## src/rtl/sys_bus_pkg.sv

```systemverilog
// Shared types and constants for the two-master system bus arbiter.
package sys_bus_pkg;

    typedef enum logic [1:0] {
        IDLE = 2'd0,
        BUSY = 2'd1,
        RESP = 2'd2
    } state_t;

    localparam logic M_CPU = 1'b0;
    localparam logic M_DMA = 1'b1;

    localparam logic [31:0] ERR_DATA_DEFAULT = 32'h0000_0000;

    typedef struct packed {
        logic        we;
        logic [31:0] addr;
        logic [31:0] wdata;
        logic [3:0]  be;
    } bus_req_t;

endpackage

```

## src/rtl/arb_rr2.sv

```systemverilog
// Combinational two-way picker: lock owner first, then fixed priority or round-robin.
module arb_rr2 #(
    parameter bit FIXED_PRIO = 1'b0
) (
    input  logic [1:0] req_i,
    input  logic       last_i,
    input  logic       lockValid_i,
    input  logic       lockOwner_i,
    output logic       winner_o
);

    always_comb begin
        winner_o = 1'b0;
        case (req_i)
            2'b10: winner_o = 1'b1;
            2'b11: begin
                if (lockValid_i) begin
                    winner_o = lockOwner_i;
                end else if (FIXED_PRIO) begin
                    winner_o = 1'b0;
                end else begin
                    winner_o = ~last_i;
                end
            end
            default: winner_o = 1'b0;
        endcase
    end

endmodule

```

## src/rtl/sys_bus_arbiter.sv

```systemverilog
// Two-master, one-slave bus arbiter with registered slave request and
// timeout-to-error completion so a dead slave cannot stall the CPU.
module sys_bus_arbiter
    import sys_bus_pkg::*;
#(
    parameter int          TIMEOUT    = 16,
    parameter bit          FIXED_PRIO = 1'b0,
    parameter logic [31:0] ERR_DATA   = ERR_DATA_DEFAULT
) (
    input  logic        clk,
    input  logic        rst,
    input  logic        m0_req,
    input  logic        m0_we,
    input  logic [31:0] m0_addr,
    input  logic [31:0] m0_wdata,
    input  logic [3:0]  m0_be,
    input  logic        m0_lock,
    output logic        m0_gnt,
    output logic        m0_ack,
    output logic        m0_err,
    output logic [31:0] m0_rdata,
    input  logic        m1_req,
    input  logic        m1_we,
    input  logic [31:0] m1_addr,
    input  logic [31:0] m1_wdata,
    input  logic [3:0]  m1_be,
    input  logic        m1_lock,
    output logic        m1_gnt,
    output logic        m1_ack,
    output logic        m1_err,
    output logic [31:0] m1_rdata,
    output logic        s_req,
    output logic        s_we,
    output logic [31:0] s_addr,
    output logic [31:0] s_wdata,
    output logic [3:0]  s_be,
    input  logic        s_ack,
    input  logic [31:0] s_rdata,
    output logic        busy
);

    localparam int            CW      = $clog2(TIMEOUT);
    localparam logic [CW-1:0] CntLast = CW'(TIMEOUT - 1);

    state_t        state_q;
    logic          last_q;
    logic          lockValid_q;
    logic          lockOwner_q;
    logic          owner_q;
    logic [CW-1:0] cnt_q;
    bus_req_t      busReq_q;
    logic          sReq_q;
    logic [1:0]    ack_q;
    logic [1:0]    err_q;
    logic [31:0]   m0Rdata_q;
    logic [31:0]   m1Rdata_q;

    logic [1:0] reqVec;
    logic       win;
    bus_req_t   m0Bus;
    bus_req_t   m1Bus;

    assign reqVec = {m1_req, m0_req};
    assign m0Bus  = '{we: m0_we, addr: m0_addr, wdata: m0_wdata, be: m0_be};
    assign m1Bus  = '{we: m1_we, addr: m1_addr, wdata: m1_wdata, be: m1_be};

    arb_rr2 #(.FIXED_PRIO(FIXED_PRIO)) uArb (
        .req_i       (reqVec),
        .last_i      (last_q),
        .lockValid_i (lockValid_q),
        .lockOwner_i (lockOwner_q),
        .winner_o    (win)
    );

    // The grant is the only output decided in the same cycle as the request.
    assign m0_gnt = (state_q == IDLE) && (|reqVec) && (win == M_CPU);
    assign m1_gnt = (state_q == IDLE) && (|reqVec) && (win == M_DMA);

    always_ff @(posedge clk or posedge rst) begin
        if (rst) begin
            state_q     <= IDLE;
            last_q      <= M_DMA;
            lockValid_q <= 1'b0;
            lockOwner_q <= M_CPU;
            owner_q     <= M_CPU;
            cnt_q       <= '0;
            busReq_q    <= '0;
            sReq_q      <= 1'b0;
            ack_q       <= 2'b00;
            err_q       <= 2'b00;
            m0Rdata_q   <= '0;
            m1Rdata_q   <= '0;
        end else begin
            ack_q <= 2'b00;
            case (state_q)
                IDLE: begin
                    // A lock only survives one arbitration opportunity.
                    lockValid_q <= 1'b0;
                    if (|reqVec) begin
                        owner_q  <= win;
                        busReq_q <= win ? m1Bus : m0Bus;
                        cnt_q    <= '0;
                        sReq_q   <= 1'b1;
                        state_q  <= BUSY;
                    end
                end
                BUSY: begin
                    if (s_ack || (cnt_q == CntLast)) begin
                        sReq_q          <= 1'b0;
                        ack_q[owner_q]  <= 1'b1;
                        err_q[owner_q]  <= ~s_ack;
                        if (!busReq_q.we) begin
                            if (owner_q == M_DMA) begin
                                m1Rdata_q <= s_ack ? s_rdata : ERR_DATA;
                            end else begin
                                m0Rdata_q <= s_ack ? s_rdata : ERR_DATA;
                            end
                        end
                        state_q <= RESP;
                    end else begin
                        cnt_q <= cnt_q + 1'b1;
                    end
                end
                RESP: begin
                    last_q      <= owner_q;
                    lockOwner_q <= owner_q;
                    lockValid_q <= (owner_q == M_DMA) ? m1_lock : m0_lock;
                    state_q     <= IDLE;
                end
                default: state_q <= IDLE;
            endcase
        end
    end

    assign s_req    = sReq_q;
    assign s_we     = busReq_q.we;
    assign s_addr   = busReq_q.addr;
    assign s_wdata  = busReq_q.wdata;
    assign s_be     = busReq_q.be;
    assign m0_ack   = ack_q[0];
    assign m1_ack   = ack_q[1];
    assign m0_err   = err_q[0];
    assign m1_err   = err_q[1];
    assign m0_rdata = m0Rdata_q;
    assign m1_rdata = m1Rdata_q;
    assign busy     = (state_q != IDLE);

endmodule

```

## config.mk

```make
export PLATFORM = sky130hd
export DESIGN_NAME = sys_bus_arbiter
export DESIGN_NICKNAME = d
export VERILOG_FILES = /design/src/rtl/sys_bus_pkg.sv /design/src/rtl/arb_rr2.sv /design/src/rtl/sys_bus_arbiter.sv
export SDC_FILE = /design/constraint.sdc
export NUM_CORES = 1
export LEC_CHECK = 0
export CORE_AREA = 2 2 124 126
export DETAILED_ROUTE_END_ITERATION = 10
export DIE_AREA = 0 0 126 128
export DONT_BUFFER_PORTS = 1
export PLACE_DENSITY = 0.62
export RECOVER_POWER = 100
export SYNTH_ARGS = -nofsm -noshare
export SYNTH_HDL_FRONTEND = slang
export SYNTH_SLANG_ARGS = --single-unit
```

## constraint.sdc

```tcl
create_clock -name clk -period 9.4 [get_ports clk]
set_input_delay 0.94 -clock clk [delete_from_list [all_inputs] [get_ports clk]]
set_output_delay 0.94 -clock clk [all_outputs]
set_load 0.005 [all_outputs]
```

==> impl_results.md <==
* Run status: complete, but fails checks
* Violated checks: max-capacitance violations, max-slew violations
* Initial core utilization at 0.420
* Overall routing resource usage at 0.189
* Worst reg2reg path startpoint: state_q[0]
* Relative max-transition margin at -1.15
* Buffers on Ports at 0
* Die extent in y at 128 um
* Slack of the worst reg-to-reg path at 5.65 ns
* Pwr Density at 360 nW/um^2
* Number of distinct library cells after synthesis at 36
* Post-DR wirelength/cell at 21.3 um
* Cell area after placement at 6320 sq um
* Setup fix buffers added after clock tree synthesis at 0
* Post-route clock period utilization at 0.483
* Num CTS Buffers at 17
* Number of clock sinks at 148
* Worst-skew pair later-pin latency at 0.41 ns
* Post-route non-filler standard cell count at 724
* Layout Skew at 0.00679 ns
* Number of warnings printed during yosys synthesis at 0
* Number of placed cells counting well taps at 693
* Cell-by-cell trace of the critical path: nor2_1, inv_1, a211oi_4, clkbuf_1
* Worst setup path category: reg -> out
* WHS Endpoint: last_q
* Seq/Total Area, Yosys at 0.593
* Delay-heaviest family, CP: buffers and inverters
* Data required, critical path at 8.46 ns
* Number of diodes added for antenna fixing at 0
* Met1 Wirelength at 5850 um
* Post-route antenna net violation count at 0
* Total of cells resized after clock tree synthesis at 0
* CTS H-tree lvls at 4
* Final min period at 4.54 ns
* Number of global-route vias before repair at 4096
* Met2 wirelength from detailed routing at 7750 um
* Number of nets in the layout at 702
* Area added between synthesis and finish at 7.96%
* Total gr overflow at 0
* Largest net degree at the start of global routing at 76
* Number of buffers added to fix hold violations after cts at 0
* Placed wire-length estimate at 11000 um
* Number of antenna violations at the first check in global routing at 0
* I/O pins at 318
* Crit path launch type: flop
* Final Max Slew Viols at 351
* Critical path buffer and inverter count at 2
* Routed via count at 4208
* Violation count after the first detailed-route iteration at 226
* Number of storage elements in the synthesis netlist at 148
* Detailed-routing iteration count for the pre-antenna-repair pass at 4
* Crit. End Element: output pin
* Worst setup slack after placement at 6.72 ns
* Static leakage power at 2.96 nW
* Leading cell type in the layout, fill and taps excluded: sky130_fd_sc_hd__dfrtp_1
* Summed instance area of the synthesized netlist at 6240 sq um
* Fraction of layout cells with a size suffix above 1 at 0.127
* Total negative slack at 0 ns
* Number of instances on the worst hold path at 2
* Setup ws final at 4.86 ns
* DIE AREA at 16100 sq um
* Data arrival time at the worst-slack endpoint at 3.60 ns
* Synthesized area per cell at 11.5 sq um
* Final estimated routing congestion in global placement at 0.781
* Worst Hold Class: reg -> reg
* Total Wirelength at 15400 um
* Routed vias/inst at 5.81
* Unrepaired setup endpoints after global routing: false
* Highest metal layer with signal wires: met4
* Syn_nets at 720
* Core outline area at 14900 sq um
* Commonest cells after routing, fill and taps aside: sky130_fd_sc_hd__dfrtp_1, sky130_fd_sc_hd__nand2_1, sky130_fd_sc_hd__a221o_1, sky130_fd_sc_hd__and2_0, sky130_fd_sc_hd__o21ai_0
* Cell row count at 45
* Critical path's largest stage delay at 2.07 ns
* Worst Max-Slew Pin Slew at 3.21 ns
* First-pass GRT wire length at 23500 um
* Number of hold violations in the final report at 0
* Synthesized instance count at 542
* Clock Tree Buf Depth at 2
* Critical path fanouts, max at 70
* Maximum capacitance violations at 5
* Final instance area at 6740 sq um
* Cell depth of the worst flop-to-flop path at 5
* Peak supply drop at 0.140 mV
* Maximum operating frequency at 0.220 GHz
* HP Start: last_q
* Worst path slowest cell: sky130_fd_sc_hd__clkbuf_1
* R2R Path End: s_addr[4]
* Clk slew on worst S/H paths at 0.06 ns
* Setup Viol. Count Final at 0
* Clock tree from TritonCTS: done
* Detailed route wirelength on metal3 at 1470 um
* Library cell used as clock root buffer: sky130_fd_sc_hd__clkbuf_16
* Min Hold Slack at 0.456 ns
* DR DRC count at 0
* Width of the chip at 126 um
## cell type report
class / count / area [sq um]
clock buffer: 23 / 478
multi-input combinational: 348 / 2200
tap: 188 / 235
inverter: 4 / 16.3
fill: 1443 / 8120
sequential: 148 / 3700
timing repair buffer: 5 / 26.3
clock inverter: 8 / 76.3
## flip-flops by register name, summed over array words and instances (netlist names)
name,flops
ack_q,2
last_q,1
s_we,1
s_addr,32
err_q,2
lockValid_q,1
m1_rdata,32
m0_rdata,32
s_wdata,32
cnt_q,4
s_req,1
state_q,2
lockOwner_q,1
s_be,4
owner_q,1
## worst register-to-register path: cells and delay by family, from the launching register on
kind,cells,cell delay (ns)
buffers and inverters,2,2.26
AOI/OAI and AO/OA,2,0.71
DFF,1,0.42
and+or+nand+nor,1,0.30
## how the worst max path moves through the flow
stage	start	to	slack, ns	cells after the start
floorplan	rst	ack_q[0]	4.48	1
global placement	m0_req	m0_gnt	6.75	3
detailed placement	m0_req	m0_gnt	6.72	3
CTS	state_q[0]	m0_gnt	6.34	4
global route	state_q[0]	m0_gnt	4.43	4
finish	state_q[0]	m0_gnt	4.86	4
## cell usage after synthesis
cell,instances,area share
sky130_fd_sc_hd__dfrtp_1,147,0.59
sky130_fd_sc_hd__nand2_1,75,0.045
sky130_fd_sc_hd__a221o_1,69,0.11
sky130_fd_sc_hd__and2_0,44,0.044
sky130_fd_sc_hd__o21ai_2,31,0.043
sky130_fd_sc_hd__nand2_2,29,0.029
sky130_fd_sc_hd__clkbuf_1,27,0.016
sky130_fd_sc_hd__and2_1,25,0.025
sky130_fd_sc_hd__o21ai_1,25,0.020
sky130_fd_sc_hd__o21ai_0,12,0.0096
sky130_fd_sc_hd__buf_2,8,0.0064
sky130_fd_sc_hd__buf_6,7,0.013
sky130_fd_sc_hd__nor2_1,7,0.0042
sky130_fd_sc_hd__a21oi_1,5,0.0040
sky130_fd_sc_hd__and3_1,3,0.0030
sky130_fd_sc_hd__inv_1,3,0.0018
sky130_fd_sc_hd__a31o_2,2,0.0028
sky130_fd_sc_hd__a31oi_1,2,0.0020
sky130_fd_sc_hd__mux2i_1,2,0.0032
sky130_fd_sc_hd__nand2b_1,2,0.0020
sky130_fd_sc_hd__nor3_1,2,0.0016
sky130_fd_sc_hd__a211oi_2,1,0.0020
sky130_fd_sc_hd__a21o_1,1,0.0012
sky130_fd_sc_hd__a311oi_1,1,0.0014
sky130_fd_sc_hd__a31oi_2,1,0.0020
sky130_fd_sc_hd__dfstp_2,1,0.0042
sky130_fd_sc_hd__ha_1,1,0.0020
sky130_fd_sc_hd__inv_2,1,0.00060
sky130_fd_sc_hd__nand3_1,1,0.00080
sky130_fd_sc_hd__nand3b_1,1,0.0012
sky130_fd_sc_hd__nand4b_2,1,0.0024
sky130_fd_sc_hd__nor2b_1,1,0.0010
sky130_fd_sc_hd__o211a_1,1,0.0016
sky130_fd_sc_hd__o22ai_1,1,0.0010
sky130_fd_sc_hd__o31ai_1,1,0.0012
sky130_fd_sc_hd__or4_1,1,0.0012
## stage by stage
stage | util | total power [mW]
3_5_place_dp | 0.425 | 1.86
6_report | 0.453 | 2.43
5_1_grt | 0.453 | 2.59
2_1_floorplan | - | 1.67
4_1_cts | 0.463 | 2.51
3_3_place_gp | 0.425 | 1.83
## layer usage
layer | vias to the layer above | GRT usage
li1 | 1896 | -
met1 | 2060 | 0.225
met2 | 226 | 0.306
met3 | 26 | 0.0726
met4 | 0 | 0.0821
met5 | - | 0
## kinds of logic (layout without fill, tap and decap cells)
family	count (synthesis)	after routing	synth area share
AO/OA/AOI/OAI	153	153	0.203
adder cells (fa/ha/maj)	1	1	0.00200
buffers and inverters	46	40	0.0377
flip-flops	148	148	0.593
multiplexers	2	2	0.00321
AND/OR/NAND/NOR	192	192	0.161
## power by group
| part | total [mW] | internal (mW) | switching, mW |
|---|---|---|---|
| clock | 0.630 | 0.383 | 0.247 |
| combinational | 0.596 | 0.278 | 0.319 |
| sequential | 1.20 | 0.929 | 0.271 |
| total | 2.43 | 1.59 | 0.837 |
(Power assumes the default switching activity.)
